File: src/rtl/tgate_bus_arbiter_if.sv
// Bundle of request/gate-control signals between the arbiter and the transmission gates.
// The arbiter drives gate controls and status; requesters drive req.
interface tgate_bus_arbiter_if #(
  parameter int unsigned N = 4
) ();
  localparam int unsigned IW = $clog2(N);

  logic [N-1:0]  req;
  logic [N-1:0]  gate_ctrl;
  logic [IW-1:0] grant_id;
  logic          bus_busy;
  logic          timeout;

  modport master (
    input  req,
    output gate_ctrl,
    output grant_id,
    output bus_busy,
    output timeout
  );

  modport slave (
    output req,
    input  gate_ctrl,
    input  grant_id,
    input  bus_busy,
    input  timeout
  );
endinterface

File: src/rtl/tgate_bus_arbiter.sv
// Round-robin owner selection for N transmission gates sharing one line, with a
// break-before-make dead time between owners and a forced release after HOLD_MAX cycles.
module tgate_bus_arbiter #(
  parameter int unsigned N        = 4,
  parameter int unsigned DEAD     = 2,
  parameter int unsigned HOLD_MAX = 8
) (
  input  logic                 clk,
  input  logic                 rst_n,
  tgate_bus_arbiter_if.master  bus
);

  localparam int unsigned IW = $clog2(N);
  localparam int unsigned TW = $clog2(HOLD_MAX + 1);
  localparam int unsigned DW = $clog2(DEAD + 1);

  typedef enum logic [1:0] {
    S_IDLE  = 2'd0,
    S_GRANT = 2'd1,
    S_DEAD  = 2'd2
  } state_t;

  state_t        r_state;
  logic [IW-1:0] r_rr_ptr;
  logic [IW-1:0] r_owner;
  logic [TW-1:0] r_tenure;
  logic [DW-1:0] r_dead_cnt;
  logic [N-1:0]  r_gate;
  logic          r_busy;
  logic          r_timeout;

  logic          w_found;
  logic [IW-1:0] w_winner;
  logic [N-1:0]  w_grant_vec;
  logic          w_owner_req;
  logic [IW-1:0] w_next_ptr;

  // First requester at or after r_rr_ptr, wrapping at N-1.
  always_comb begin : rr_search
    logic [IW:0] idx;
    idx      = '0;
    w_found  = 1'b0;
    w_winner = '0;
    for (int unsigned i = 0; i < N; i++) begin
      idx = (IW+1)'(r_rr_ptr) + (IW+1)'(i);
      if (idx >= (IW+1)'(N)) begin
        idx = idx - (IW+1)'(N);
      end
      if (!w_found && bus.req[idx[IW-1:0]]) begin
        w_found  = 1'b1;
        w_winner = idx[IW-1:0];
      end
    end
  end

  always_comb begin
    w_grant_vec           = '0;
    w_grant_vec[w_winner] = 1'b1;
  end

  assign w_owner_req = bus.req[r_owner];
  assign w_next_ptr  = (r_owner == IW'(N - 1)) ? '0 : r_owner + IW'(1);

  always_ff @(posedge clk or negedge rst_n) begin
    if (!rst_n) begin
      r_state    <= S_IDLE;
      r_rr_ptr   <= '0;
      r_owner    <= '0;
      r_tenure   <= '0;
      r_dead_cnt <= '0;
      r_gate     <= '0;
      r_busy     <= 1'b0;
      r_timeout  <= 1'b0;
    end else begin
      r_timeout <= 1'b0;
      unique case (r_state)
        S_IDLE: begin
          if (w_found) begin
            r_state  <= S_GRANT;
            r_owner  <= w_winner;
            r_gate   <= w_grant_vec;
            r_busy   <= 1'b1;
            r_tenure <= TW'(1);
          end
        end
        S_GRANT: begin
          // Voluntary drop and forced release both open a dead window; only the latter flags timeout.
          if (!w_owner_req || (r_tenure == TW'(HOLD_MAX))) begin
            r_state    <= S_DEAD;
            r_gate     <= '0;
            r_busy     <= 1'b0;
            r_timeout  <= w_owner_req;
            r_rr_ptr   <= w_next_ptr;
            r_tenure   <= '0;
            r_dead_cnt <= DW'(1);
          end else begin
            r_tenure <= r_tenure + TW'(1);
          end
        end
        S_DEAD: begin
          if (r_dead_cnt == DW'(DEAD)) begin
            r_dead_cnt <= '0;
            if (w_found) begin
              r_state  <= S_GRANT;
              r_owner  <= w_winner;
              r_gate   <= w_grant_vec;
              r_busy   <= 1'b1;
              r_tenure <= TW'(1);
            end else begin
              r_state <= S_IDLE;
            end
          end else begin
            r_dead_cnt <= r_dead_cnt + DW'(1);
          end
        end
        default: begin
          r_state <= S_IDLE;
          r_gate  <= '0;
          r_busy  <= 1'b0;
        end
      endcase
    end
  end

  assign bus.gate_ctrl = r_gate;
  assign bus.grant_id  = r_owner;
  assign bus.bus_busy  = r_busy;
  assign bus.timeout   = r_timeout;

endmodule

File: src/flat_wrapper.sv
// flat-port wrapper written by rule: the top's interface ports become plain ports
module tgate_bus_arbiter_flat 
#(
  parameter int unsigned N        = 4,
  parameter int unsigned DEAD     = 2,
  parameter int unsigned HOLD_MAX = 8
)
  (clk, rst_n, bus_req, bus_gate_ctrl, bus_grant_id, bus_bus_busy, bus_timeout);
  tgate_bus_arbiter_if #(.N(N)) bus_i ();
  input  logic clk;
  input  logic rst_n;
  input wire logic [$bits(bus_i.req)-1:0] bus_req;
  output wire logic [$bits(bus_i.gate_ctrl)-1:0] bus_gate_ctrl;
  output wire logic [$bits(bus_i.grant_id)-1:0] bus_grant_id;
  output wire logic [$bits(bus_i.bus_busy)-1:0] bus_bus_busy;
  output wire logic [$bits(bus_i.timeout)-1:0] bus_timeout;
  assign bus_i.req = bus_req;
  assign bus_gate_ctrl = bus_i.gate_ctrl;
  assign bus_grant_id = bus_i.grant_id;
  assign bus_bus_busy = bus_i.bus_busy;
  assign bus_timeout = bus_i.timeout;
  tgate_bus_arbiter #(.N(N), .DEAD(DEAD), .HOLD_MAX(HOLD_MAX)) u_core (.clk(clk), .rst_n(rst_n), .bus(bus_i));
endmodule
File: config.mk
export PLATFORM = sky130hd
export DESIGN_NAME = tgate_bus_arbiter_flat
export DESIGN_NICKNAME = d
export VERILOG_FILES = /design/src/rtl/tgate_bus_arbiter_if.sv /design/src/rtl/tgate_bus_arbiter.sv /design/src/flat_wrapper.sv
export SDC_FILE = /design/constraint.sdc
export NUM_CORES = 1
export LEC_CHECK = 0
export CAP_MARGIN = 20
export CORE_MARGIN = 3
export CORE_UTILIZATION = 55
export CTS_BUF_LIST = sky130_fd_sc_hd__clkbuf_4
export DETAILED_ROUTE_END_ITERATION = 7
export MAX_ROUTING_LAYER = met4
export PLACE_DENSITY_LB_ADDON = 0.1
export RECOVER_POWER = 25
export SLEW_MARGIN = 10
export SYNTH_ARGS = -nofsm -noshare
export SYNTH_HDL_FRONTEND = slang
export SYNTH_SLANG_ARGS = --single-unit
export TNS_END_PERCENT = 50
File: constraint.sdc
create_clock -name clk -period 2.7 [get_ports clk]
set_input_delay 0.54 -clock clk [delete_from_list [all_inputs] [get_ports clk]]
set_output_delay 0.54 -clock clk [all_outputs]
set_load 0.005 [all_outputs]
== Word-level counts from Yosys, hierarchy flattened ==
Cells that the tools add are included.

* Add/subtract/negate cells: 10
* Order comparisons: 11
* Equal/unequal tests: 8
* Multiplexer cells: 50
* Reduce and logical (&&, ||, !) cells: 19

{| class="wikitable"
|+ Operators with widths
! operator !! count
|-
| $mux 2 || 16
|-
| $mux 4 || 6
|-
| $pmux 4 s3 || 2
|-
| $lt 2x3->1 const B || 6
|-
| $mux 1 || 16
|-
| $bmux 1 s2 || 5
|-
| $reduce_and 2->1 || 5
|-
| $ge 3x3->1 const B || 3
|-
| $pmux 2 s2 || 2
|-
| $sub 2x1->2 const B || 4
|-
| $add 2x2->3 const B || 2
|-
| $eq 2x2->1 const B || 3
|-
| $ne 2x1->1 const B || 3
|-
| $pmux 2 s3 || 1
|-
| $add 2x1->2 const B || 2
|-
| $add 4x1->4 const B || 1
|-
| $eq 4x4->1 const B || 1
|-
| $logic_and 1x1->1 || 4
|-
| $logic_not 1->1 || 4
|-
| $reduce_bool 2->1 || 2
|-
| $add 2x1->3 const B || 1
|-
| $ge 2x3->1 const B || 1
|-
| $pmux 1 s3 || 1
|-
| $reduce_and 3->1 || 1
|-
| 6 further kinds || 6
|}

* Bits in registers: 18
* Input port bits: 6
* Output and inout port bits: 8
* Logic and storage cells: 106

== Depth between registers and ports, before layout ==
Gate-level depths: netlist of the first run.

* Depth after elaboration: 21
* Gate-level depth with buffers: 6
* Depth with buffers taken out: 6

== Worst setup path before layout of the first run ==
Ideal clock, no wire load.

* Kind: input to register
* From: input bus_req[3]
* To: register u_core.r_rr_ptr[1]
* Arrival time: 1.701 ns
* Slack: 0.874 ns
* Stages on the path: 3
* Buffers on the path: 0
* Path through: mux4_2 -> a211o_1 -> mux2_4

* Longest elaborated chain between the ends: 5

{| class="wikitable"
|+ Ends and longest elaborated chain
! what !! line !! RTL
|-
| start, declared || flat_wrapper.sv:12 || <nowiki>input wire logic [$bits(bus_i.req)-1:0] bus_req;</nowiki>
|-
| $bmux 1 s2 || tgate_bus_arbiter.sv:61 || <nowiki>assign w_owner_req = bus.req[r_owner];</nowiki>
|-
| $mux 1 (implied by the code) || tgate_bus_arbiter.sv:61 ||
|-
| $logic_not 1->1 || tgate_bus_arbiter.sv:88 || <nowiki>if (!w_owner_req || (r_tenure == TW'(HOLD_MAX))) begin</nowiki>
|-
| $logic_or 1x1->1 || tgate_bus_arbiter.sv:88 ||
|-
| $reduce_and 2->1 (no line) || - ||
|-
| end signal, assigned || tgate_bus_arbiter.sv:93 || <nowiki>r_rr_ptr <= w_next_ptr;</nowiki>
|-
| end, declared || tgate_bus_arbiter.sv:24 || <nowiki>logic [IW-1:0] r_rr_ptr;</nowiki>
|}

No other way between the ends. The select of a mux whose other input is x is not followed.
A chain may end at the register's enable or synchronous reset.

== Worst setup path in the final report of the first run ==
Ends and elaborated chain as after synthesis.

==> results by stage, run 1 <==
STA:
- Setup repair after global routing left no endpoint under its margin.
- The final hold violation count is 0.
- In the finished design, the share of the clock period the worst path needs comes to between 70% and 80%.
- The actual slew at the worst max-slew pin is 0.784 ns.
- The tightest slew margin relative to the limit is 47.5%.
- The smallest clock period supported by the final layout is computed as 2.14 ns.
- The sum of negative setup slack is 0 ns.
- The post-route clock skew is roughly 0.011 ns.
- For this run, the top clock speed supported by timing is ~0.47 GHz.
- The setup-violating endpoint count in the final report is 0.
- The max-slew violation count is 0.

Worst setup path:
- The type of element launching the critical path is a primary input.
- At the worst endpoint, the required time is around 2.9 ns.
- STA classifies the critical path endpoint as a flip-flop.
- Among all stages on the critical path, the largest delay is contributed by sky130_fd_sc_hd__mux4_2.
- Traced cell by cell, the critical path runs through clkdlybuf4s50_1, mux4_2, a211o_1, mux2_4.
- In this design, the stage delay of the slowest critical-path cell is between 0.5 and 0.6 ns.
- The cell family contributing the most delay on the critical path is multiplexers.
- The type of the worst setup path is in2reg.
- The worst endpoint data arrival time is roughly 2.3 ns.
- The number of buffers and inverters on the critical path is 1.
- In this run the worst path has a maximum fanout of 7.

Detailed routing:
- The number of detailed-routing iterations run before antenna repair is 4.
- After the first detailed-routing iteration, the DRC count stood at 14.
- The count of nets left with antenna violations once routing finished came out at 0.
- The post-detailed-route wirelength per cell is around 14 microns.
- The wire length after detailed routing is ~1800 microns.
- The via count normalized by instance count is 6.07.
- The post-route DRC violation count is 0.
- The overall via count from detail_route is between 700 and 800.

Power and ir drop:
- The fraction of power spent switching nets is 38.5%.
- The worst ir drop on vdd is ~730 uV.
- Per report_power, the sequential group accounts for 43.1% of the total.
- Summing internal, switching and leakage power gives roughly 1.1 mW.
- Internal power comes to 685 uW.
- Dividing total power by cell area gives a power density of between 1000 and 1500 nW/um^2.
- The share of total power dissipated in the clock network is a little under an eighth.
- The analysis attributes to cell leakage a power of approximately 0.51 nW.
- The combinational cell fraction of total power is roughly 46%.
- The total net switching power is ~430 uW.

Clock tree:
- In this run, CTS created clock tree buffers numbering 3.
- The clock tree root driver cell is sky130_fd_sc_hd__clkbuf_4.
- Counting along the longest clock path gives a buffer depth of 2.
- The clock reaches the later pin of the worst-skew pair after about 0.29 ns.
- The number of buffers inserted for hold repair after clock tree synthesis is 0.
- CTS built an H-tree with a depth of 1.
- The clock transition time at the flip-flop clock pins of the worst setup and hold paths is 0.10 ns.
- The post-CTS resize count is 0.
- Once the clock tree was built, the setup fixing pass inserted 0 buffers.
- The clock tree from TritonCTS is done.
- The number of clock sinks is 18.

Final layout:
- Leaving out fill and tap cells, the most frequent cell in the layout is sky130_fd_sc_hd__dfrtp_1.
- The area added between synthesis and finish is 19.6%.
- In the final layout, flip-flops and latches occupy approximately 450 sq um.
- The non-filler instance count after layout is approximately 120.
- 0 antenna diodes ended up in the layout.
- The fraction of layout instances using a drive strength above 1 is between 6 and 7%.
- The number of fillers in the final layout is 115.
- The net total in the final layout is roughly 120.
- The top cell types in the final layout, fill and taps aside, are sky130_fd_sc_hd__dfrtp_1 (18), sky130_fd_sc_hd__nand2_1 (12), sky130_fd_sc_hd__clkdlybuf4s50_1 (12).
- In the final layout, the multi-input gates occupy 440 sq um.

Die:
- The floorplan die area is between 2000 and 2500 sq um.
- The die is between 40 and 50 microns tall.
- The area of the placeable core is ~1500 sq um.
- The top-level I/O count is 14.
- The floorplan has 14 rows.
- The width of the die is 46.8 microns.
- The effective utilization at floorplan is 59.5%.

Global route:
- The via count of the first global-routing pass is between 700 and 800.
- The initial antenna violation count is 0.
- Global routing used between 20% and 30% of the available tracks.
- The met2 global-route usage is slightly below 30%.
- The met3 track utilization from global routing is ~6.5%.
- The first global-routing pass estimated slightly above 3000 microns of wire.
- The routing layer with the top usage in global route is met2.
- Entering global routing, the biggest net connects 19 pins.
- After global routing the overflow that remains totals 0.
- For met1 alone, demand over resource in global routing was between 20% and 30%.

Place:
- Including well taps, the total number of placed cells is 120.
- After legalization and detailed placement, the total HPWL measured 1350 microns.
- The count of buffers added on input and output ports is 13.
- Routability-driven placement finished with a final weighted congestion of between 0.8 and 0.9.

Synthesis:
- Sequential cells were found to cover between 40% and 50% of the synthesized design area.
- The netlist uses 27 different library cells.
- During synthesis, Yosys emitted a total of 0 warnings.
- The synthesized flop and latch total is 18.
- In the synthesized netlist, the number of instances is 90.
- The average instance in the mapped netlist occupies approximately 10 sq um.
- Counting every net in the synthesized netlist gives 99.
- The cell area after technology mapping is 917 sq um.

Run status:
- The flow ran to the end, and the final reports show no timing, DRC or antenna violations.

Worst hold path:
- The worst hold path belongs to the class reg2reg.

Flow run:
- The count of max-cap constraint violations is 0.
routing by layer:
metal | up-vias | wire length (microns)
met4 | 0 | 8
li1 | 372 | -
met1 | 354 | 883
met2 | 17 | 804
met5 | - | 0
met3 | 3 | 77
final cells by class:
class / instances / area share [%]
tap: 16 / 1.82
timing repair buffer: 14 / 12.5
inverter: 7 / 2.39
multi-input combinational: 65 / 40.1
sequential: 18 / 41.0
clock buffer: 3 / 2.05
metrics by stage:
step / hold slack (ns) / setup slack [ns] / area, sq um / utilization [%]
3_3_place_gp: 0.459 / 0.298 / 1070 / 69.7
5_1_grt: 0.529 / 0.550 / 1100 / 71.2
6_report: 0.488 / 0.563 / 1100 / 71.2
4_1_cts: 0.491 / 0.572 / 1100 / 71.2
3_5_place_dp: 0.471 / 0.271 / 1070 / 69.7
2_1_floorplan: 0.244 / 0.874 / 917 / -
cells in the mapped netlist (all sizes together):
library cell | number | share of area (%)
dfrtp | 18 | 49
nand2 | 12 | 4.9
inv | 7 | 2.9
o21ai | 7 | 3.8
nand3 | 5 | 2.7
a22o | 4 | 3.8
a211o | 3 | 2.9
ha | 3 | 4.1
nor2 | 3 | 1.2
o2bb2ai | 3 | 2.9
a21oi | 2 | 1.1
nand2b | 2 | 1.4
nand3b | 2 | 1.6
nor2b | 2 | 1.4
nor3 | 2 | 1.1
nor4 | 2 | 1.4
o21a | 2 | 1.6
o21bai | 2 | 1.6
a2111oi | 1 | 0.96
a211oi | 1 | 0.82
a21o | 1 | 0.82
a221o | 1 | 1.1
a221oi | 1 | 0.96
mux2 | 1 | 1.6
mux4 | 1 | 2.5
o31ai | 1 | 0.82
or3b | 1 | 0.96
power by group through the flow:
stage               sequential, mW  clock [mW]  combinational (mW)
floorplan                    0.459           0               0.337
global placement             0.477           0               0.495
detailed placement           0.483           0               0.504
CTS                          0.479       0.131               0.509
global route                 0.498       0.147               0.581
finish                       0.480       0.126               0.507
logic make-up (layout without fill, tap and decap cells):
logic type / Yosys count / count (layout) / synth area share, %
adder cells (fa/ha/maj): 3 / 3 / 4.09
multiplexers: 2 / 2 / 4.09
AND/OR/NAND/NOR: 31 / 31 / 16.6
buffers and inverters: 7 / 24 / 2.87
flip-flops: 18 / 18 / 49.1
AO/OA/AOI/OAI: 29 / 29 / 23.2
sequential cells by signal, summed over array words and instances, names as in the netlist:
name,flops
u_core.bus.gate_ctrl,4
u_core.r_dead_cnt,2
u_core.bus.bus_busy,1
u_core.r_tenure,4
u_core.bus.grant_id,2
u_core.r_rr_ptr,2
u_core.bus.timeout,1
u_core.r_state,2
worst paths after layout:
| kind | start | end | slack [ns] | depth (start not counted) |
|---|---|---|---|---|
| setup / recovery | bus_req[3] | u_core.r_rr_ptr[1] | 0.56 | 4 |
| setup reg to reg | u_core.bus.grant_id[0] | u_core.r_rr_ptr[1] | 0.85 | 3 |
| min in group asynchronous | rst_n | u_core.r_dead_cnt[0] | 0.76 | 1 |
| hold reg to reg | u_core.bus.bus_busy | u_core.bus.bus_busy | 0.49 | 1 |
| max in group asynchronous | rst_n | u_core.bus.grant_id[0] | 1.44 | 1 |
| hold / removal | u_core.bus.bus_busy | u_core.bus.bus_busy | 0.49 | 1 |
(Power assumes the default switching activity.)
==> run 2, diff against run 1 <==
--- a/config.mk
+++ b/config.mk
@@ -7,7 +7,7 @@
 export LEC_CHECK = 0
 export CAP_MARGIN = 20
 export CORE_MARGIN = 3
-export CORE_UTILIZATION = 55
+export CORE_UTILIZATION = 54
 export CTS_BUF_LIST = sky130_fd_sc_hd__clkbuf_4
 export DETAILED_ROUTE_END_ITERATION = 7
 export MAX_ROUTING_LAYER = met4
==> constraint.sdc (replaced) <==
create_clock -name clk -period 2 [get_ports clk]
set_input_delay 0.4 -clock clk [delete_from_list [all_inputs] [get_ports clk]]
set_output_delay 0.4 -clock clk [all_outputs]
set_load 0.005 [all_outputs]
==> results by stage, run 2 (synthesis gave the netlist of run 1 again) <==
STA:
- The post-route clock skew was 0.00221 ns (was 0.0111 ns).
- Setup repair after global routing missed its margin: no (unchanged).
- The max-slew violation count is 0 (unchanged).
- In the finished design, the share of the clock period the worst path needs comes to a little over nine tenths.
- The setup-violating endpoint count in the final report came to 0 (unchanged).
- The actual slew at the worst max-slew pin is 0.955 ns (was 0.784 ns).
- The tightest slew margin relative to the limit is 36.3% (was 47.5%).
- The final hold violation count is 0 (unchanged).
- Derived from the worst setup path, the maximum achievable clock frequency is 0.511 GHz.
- The routed design could run at a clock period as short as 1.96 ns.
- The hold slack was 0.494 ns (was 0.488 ns).

Detailed routing:
- The detailed router's first-iteration violation count is 17 (was 14).
- The overall via count from detail_route is 843 (was 746).
- The wire length after detailed routing is 2100 microns (was 1770 microns).
- The number of detailed-routing iterations run before antenna repair is 4 (unchanged).
- The post-route DRC violation count is 0 (unchanged).
- The via count normalized by instance count is 6.11 (was 6.07).
- The post-detailed-route wirelength per cell was 15.2 microns (was 14.4 microns).
- The number of antenna-violating nets in the routed design is 0 (unchanged).

Worst setup path:
- The worst endpoint data arrival time is 2.15 ns (was 2.32 ns).
- The endpoint class of the critical path is a flip-flop (unchanged).
- The type of the worst setup path is in2reg (unchanged).
- The delay of the slowest cell on the worst path is 0.52 ns (was 0.55 ns).
- The maximum fanout along the worst path is 7 (unchanged).
- The type of element launching the critical path is a primary input (unchanged).
- The count of cells along the worst register-to-register path is 3 (unchanged).
- The startpoint of the lowest-slack register-to-register path was u_core.bus.grant_id[0] (unchanged).
- The endpoint of the most critical register-to-register path is u_core.r_rr_ptr[1] (unchanged).
- The minimum setup slack among reg-to-reg paths was 0.27 ns (was 0.85 ns).
- The worst endpoint required time is 2.19 ns (was 2.89 ns).
- The master of the slowest instance on the critical path is sky130_fd_sc_hd__mux4_2 (unchanged).
- Ordered cell list for the critical path: clkdlybuf4s50_1, mux4_2, a211o_1, mux2_4 (unchanged).

Global route:
- The global router's overall resource usage is 23.2% (was 20.5%).
- The global-route wire length before repair is 3420 microns (was 3100 microns).
- The via count of the first global-routing pass came to 774 (was 723).
- The met3 track utilization from global routing was 3.83% (was 6.51%).
- The initial antenna violation count is 0 (unchanged).
- The routing layer with the top usage in global route is met2 (unchanged).
- The global route total overflow is 0 (unchanged).
- The met2 global-route usage came to 37.7% (was 29.3%).
- The pin count of the biggest net entering global routing came to 19 (unchanged).
- The met1 demand-to-capacity share in global routing is 27.4% (was 28.1%).

Power and ir drop:
- The overall power of the completed layout is 1.65 mW (was 1.11 mW).
- The standby leakage power was 0.575 nW (was 0.506 nW).
- The power density over the cells came to 1370 nW/um^2 (was 1010 nW/um^2).
- The worst ir drop on vdd came to 902 uV (was 731 uV).

Flow run:
- The count of max-cap constraint violations came to 0 (unchanged).

Die:
- The floorplan die area came to 2230 sq um (was 2190 sq um).
- The width of the die came to 47.2 microns (was 46.8 microns).
- The number of core rows is 14 (unchanged).
- The effective utilization at floorplan came to 58.8% (was 59.5%).
- The area of the placeable core was 1560 sq um (was 1540 sq um).
- The top-level I/O count is 14 (unchanged).
- The height of the chip is 47.2 microns (was 46.8 microns).

Final layout:
- The area added between synthesis and finish is 31.5% (was 19.6%).
- Commonest cells after routing, fill and taps aside: sky130_fd_sc_hd__dfrtp_1 (18), sky130_fd_sc_hd__buf_4 (15), sky130_fd_sc_hd__nand2_1 (12), sky130_fd_sc_hd__clkdlybuf4s50_1 (12) (was sky130_fd_sc_hd__dfrtp_1 (18), sky130_fd_sc_hd__nand2_1 (12), sky130_fd_sc_hd__clkdlybuf4s50_1 (12)).
- The net total in the final layout was 133 (was 118).
- The fraction of layout instances using a drive strength above 1 is 17.2% (was 6.54%).
- The antenna diode count is 0 (unchanged).
- The commonest non-fill, non-tap cell in the layout is sky130_fd_sc_hd__dfrtp_1 (unchanged).
- The post-route standard cell area excluding fillers is 1210 sq um (was 1100 sq um).

Place:
- The total of buffers placed on input and output ports came to 13 (unchanged).
- The placed instance area is 1190 sq um (was 1070 sq um).
- The HPWL reported at the end of detailed placement is 1640 microns (was 1350 microns).
- The final weighted congestion in routability-driven placement was 0.814 (was 0.819).

Clock tree:
- The number of clock sinks is 18 (unchanged).
- The total setup buffers inserted after CTS was 0 (unchanged).
- The number of H-tree branching levels came to 1 (unchanged).
- The maximum root-to-sink buffer count was 2 (unchanged).
- The insertion delay of the later-clocked pin in the worst-skew pair is 0.29 ns (about the same).
- The number of buffers inserted for hold repair after clock tree synthesis is 0 (unchanged).
- The clock transition time at the flip-flop clock pins of the worst setup and hold paths was 0.10 ns (about the same).
- The post-CTS resize count was 0 (unchanged).
- The clock tree from TritonCTS is done (unchanged).
- The number of buffers created by CTS was 3 (unchanged).
- The clock tree root driver cell is sky130_fd_sc_hd__clkbuf_4 (unchanged).

Worst hold path:
- The end of the worst hold path was u_core.bus.bus_busy (unchanged).
- The class of the most critical hold timing path was reg2reg (unchanged).
- The number of cells on the worst hold path is 1 (unchanged).
- The worst hold path startpoint is u_core.bus.bus_busy (unchanged).

Run status:
- Outcome: completed (unchanged).
-- run 2: cell count changes in the layout (fill, tap and decap cells not counted), sizes merged --
cell / delta
buf: +14
clkbuf: +1
-- run 2: report_power, final --
| part | internal, mW | leakage [nW] | total (mW) | switching, mW |
|---|---|---|---|---|
| clock network | 0.0701 | 0.0138 | 0.179 | 0.109 |
| registers | 0.501 | 0.229 | 0.643 | 0.142 |
| logic | 0.462 | 0.332 | 0.833 | 0.371 |
| total | 1.03 | 0.575 | 1.65 | 0.622 |
-- run 2: metal layers --
metal	vias up	share of wire, %
met5	-	0
met4	0	2.6
met3	6	3.9
met2	25	49
met1	413	44
li1	399	-
-- run 2: final cells by class --
cell class	instances	area, sq um
multi-input combinational	65	440
clock buffer	3	22.5
inverter	7	26.3
sequential	18	450
timing repair buffer	29	246
tap	16	20.0
fill	118	353
-- run 2: worst max-delay path, delay by kind of cell --
kind	cells	cell delay (ns)
multiplexers	2	0.84
AO/OA/AOI/OAI	1	0.39
buffers and inverters	1	0.51
-- run 2: worst max-delay path by stage --
stage                      startpoint                 end  slack [ns]  cells past startpoint
5_1_grt                    bus_req[2]  u_core.r_tenure[2]        0.01                      7
2_1_floorplan  u_core.bus.grant_id[0]  u_core.r_rr_ptr[1]        0.24                      3
3_5_place_dp               bus_req[1]  u_core.r_rr_ptr[1]       -0.28                      4
4_1_cts                    bus_req[1]  u_core.r_rr_ptr[1]        0.04                      4
3_3_place_gp               bus_req[1]  u_core.r_rr_ptr[1]       -0.23                      4
6_report                   bus_req[1]  u_core.r_rr_ptr[1]        0.04                      4
-- run 2: stage by stage --
| step | instances | setup TNS, ns | setup WS (ns) | utilization [%] |
|---|---|---|---|---|
| 2_1_floorplan | 90 | 0 | 0.240 | - |
| 3_3_place_gp | 135 | -1.32 | -0.229 | 76.2 |
| 3_5_place_dp | 135 | -2.19 | -0.277 | 76.2 |
| 4_1_cts | 138 | 0 | 0.0405 | 77.6 |
| 5_1_grt | 138 | 0 | 0.0117 | 77.4 |
| 6_report | 138 | 0 | 0.0415 | 77.4 |
==> run 3, diff against run 2 <==
--- a/config.mk
+++ b/config.mk
@@ -6,13 +6,13 @@
 export NUM_CORES = 1
 export LEC_CHECK = 0
 export CAP_MARGIN = 20
-export CORE_MARGIN = 3
 export CORE_UTILIZATION = 54
 export CTS_BUF_LIST = sky130_fd_sc_hd__clkbuf_4
 export DETAILED_ROUTE_END_ITERATION = 7
 export MAX_ROUTING_LAYER = met4
 export PLACE_DENSITY_LB_ADDON = 0.1
 export RECOVER_POWER = 25
+export SKIP_CTS_REPAIR_TIMING = 1
 export SLEW_MARGIN = 10
 export SYNTH_ARGS = -nofsm -noshare
 export SYNTH_HDL_FRONTEND = slang
==> results by stage, run 3 (synthesis gave the netlist of run 1 again) <==
Detailed routing:
- The number of antenna-violating nets in the routed design is 0 (unchanged).
- The detailed router's first-iteration violation count came to 13 (was 17).
- The via count normalized by instance count is 5.92 (was 6.11).
- The overall via count from detail_route came to 799 (was 843).
- The number of detailed-routing iterations run before antenna repair is 4 (unchanged).
- The wire length after detailed routing was 2050 microns (was 2100 microns).
- The post-detailed-route wirelength per cell is 15.2 microns (about the same).
- The post-route DRC violation count is 0 (unchanged).

Die:
- The height of the chip is 43.2 microns (was 47.2 microns).
- The area of the placeable core is 1540 sq um (was 1560 sq um).
- The effective utilization at floorplan is 59.5% (was 58.8%).
- The number of core rows was 14 (unchanged).
- The floorplan die area came to 1870 sq um (was 2230 sq um).
- The width of the die is 43.2 microns (was 47.2 microns).
- The top-level I/O count is 14 (unchanged).

STA:
- The final hold violation count came to 0 (unchanged).
- The maximum frequency from static timing analysis is 0.525 GHz (was 0.511 GHz).
- The tightest slew margin relative to the limit is 37.9% (was 36.3%).
- The actual slew at the worst max-slew pin is 0.932 ns (was 0.955 ns).
- Setup repair after global routing missed its margin: no (unchanged).
- The setup-violating endpoint count in the final report was 0 (unchanged).
- The time the final worst path needs with I/O delays and setup is 1.90 ns (was 1.96 ns).
- The share of the clock period used by the worst path after layout came to 95.2% (was 97.9%).
- The post-route clock skew was 0.00601 ns (was 0.00221 ns).
- The max-slew violation count came to 0 (unchanged).
- The hold slack was 0.485 ns (was 0.494 ns).

Place:
- The final weighted congestion in routability-driven placement came to 0.880 (was 0.814).
- The HPWL reported at the end of detailed placement is 1580 microns (was 1640 microns).
- The placed instance area is 1160 sq um (was 1190 sq um).
- The total of buffers placed on input and output ports is 13 (unchanged).
- The cell total after placement is 132 (was 135).

Worst hold path:
- The class of the most critical hold timing path was reg2reg (unchanged).

Global route:
- The via count of the first global-routing pass is 808 (was 774).
- The global-route wire length before repair was 3560 microns (was 3420 microns).
- The global router's overall resource usage came to 26.4% (was 23.2%).
- The initial antenna violation count is 0 (unchanged).
- The global route total overflow was 0 (unchanged).
- The pin count of the biggest net entering global routing is 19 (unchanged).

Flow run:
- The count of max-cap constraint violations is 0 (unchanged).

Clock tree:
- The number of H-tree branching levels is 1 (unchanged).
- The clock tree root driver cell is sky130_fd_sc_hd__clkbuf_4 (unchanged).
- The maximum root-to-sink buffer count is 2 (unchanged).
- The number of clock sinks is 18 (unchanged).
- The insertion delay of the later-clocked pin in the worst-skew pair is 0.29 ns (about the same).
- The number of buffers created by CTS is 3 (unchanged).
- The clock transition time at the flip-flop clock pins of the worst setup and hold paths is 0.10 ns (about the same).
- The clock tree from TritonCTS is done (unchanged).

Final layout:
- The fraction of layout instances using a drive strength above 1 is 15.1% (was 17.2%).
- The net total in the final layout is 130 (was 133).
- Commonest cells after routing, fill and taps aside: sky130_fd_sc_hd__dfrtp_1 (18), sky130_fd_sc_hd__nand2_1 (12), sky130_fd_sc_hd__clkdlybuf4s50_1 (12), sky130_fd_sc_hd__buf_4 (12) (was sky130_fd_sc_hd__dfrtp_1 (18), sky130_fd_sc_hd__buf_4 (15), sky130_fd_sc_hd__nand2_1 (12), sky130_fd_sc_hd__clkdlybuf4s50_1 (12)).
- The non-filler instance count after layout is 135 (was 138).
- The post-route standard cell area excluding fillers is 1180 sq um (was 1210 sq um).
- The antenna diode count is 0 (unchanged).
- The commonest non-fill, non-tap cell in the layout is sky130_fd_sc_hd__dfrtp_1 (unchanged).
- The area added between synthesis and finish is 29.1% (was 31.5%).

Worst setup path:
- The type of element launching the critical path is a primary input (unchanged).
- The endpoint class of the critical path is a flip-flop (unchanged).
- The maximum fanout along the worst path is 6 (was 7).
- Ordered cell list for the critical path: clkdlybuf4s50_1, mux4_2, a211o_1, mux2_4 (unchanged).
- The minimum setup slack among reg-to-reg paths is 0.22 ns (was 0.27 ns).
- The number of buffers and inverters on the critical path was 1 (unchanged).
- The cell family with the largest share of critical-path delay is multiplexers (unchanged).
- The worst endpoint data arrival time is 2.09 ns (was 2.15 ns).
- The worst endpoint required time is 2.19 ns (about the same).
- The master of the slowest instance on the critical path is sky130_fd_sc_hd__mux4_2 (unchanged).
- The type of the worst setup path is in2reg (unchanged).
- The delay of the slowest cell on the worst path is 0.52 ns (about the same).

Power and ir drop:
- The standby leakage power is 0.561 nW (was 0.575 nW).
- The worst ir drop on vdd is 844 uV (was 902 uV).
- The power density over the cells is 1370 nW/um^2 (about the same).

Run status:
- Outcome: completed (unchanged).
==> run 3: final cells by class <==
cell class | instances | area, sq um
clock buffer | 3 | 22.5
fill | 114 | 358
inverter | 7 | 26.3
multi-input combinational | 65 | 440
sequential | 18 | 450
tap | 16 | 20.0
timing repair buffer | 26 | 224
==> run 3: layer usage <==
metal,track usage [%],up-vias,part of all wire [%]
met5,-,-,0
met4,9.70,0,1.5
met3,3.83,4,2.2
met2,39.4,9,48
met1,36.7,389,48
li1,-,397,-
==> run 3: worst paths after layout <==
path | to | cells after the start | start
min in group asynchronous | u_core.r_state[1] | 2 | rst_n
worst max register to register | u_core.r_rr_ptr[1] | 3 | u_core.bus.grant_id[0]
max in group asynchronous | u_core.r_state[0] | 2 | rst_n
worst min-delay path | u_core.bus.bus_busy | 1 | u_core.bus.bus_busy
worst min register to register | u_core.bus.bus_busy | 1 | u_core.bus.bus_busy
worst max-delay path | u_core.r_rr_ptr[1] | 4 | bus_req[2]
==> run 3: power breakdown <==
| group | internal [mW] | switching [mW] | total (mW) |
|---|---|---|---|
| combinational | 0.436 | 0.363 | 0.798 |
| sequential | 0.501 | 0.144 | 0.644 |
| clock | 0.0701 | 0.108 | 0.178 |
| total | 1.01 | 0.615 | 1.62 |
==> run 3: stage by stage <==
stage | total power [mW] | util, % | TNS, ns | worst slack [ns]
after floorplan | 1.07 | - | 0 | 0.240
after global placement | 1.42 | 75.6 | -0.560 | -0.148
after detailed placement | 1.45 | 75.6 | -1.01 | -0.206
after CTS | 1.63 | 77.0 | 0 | 0.101
after global routing | 1.76 | 76.8 | 0 | 0.0641
final | 1.62 | 76.8 | 0 | 0.0959
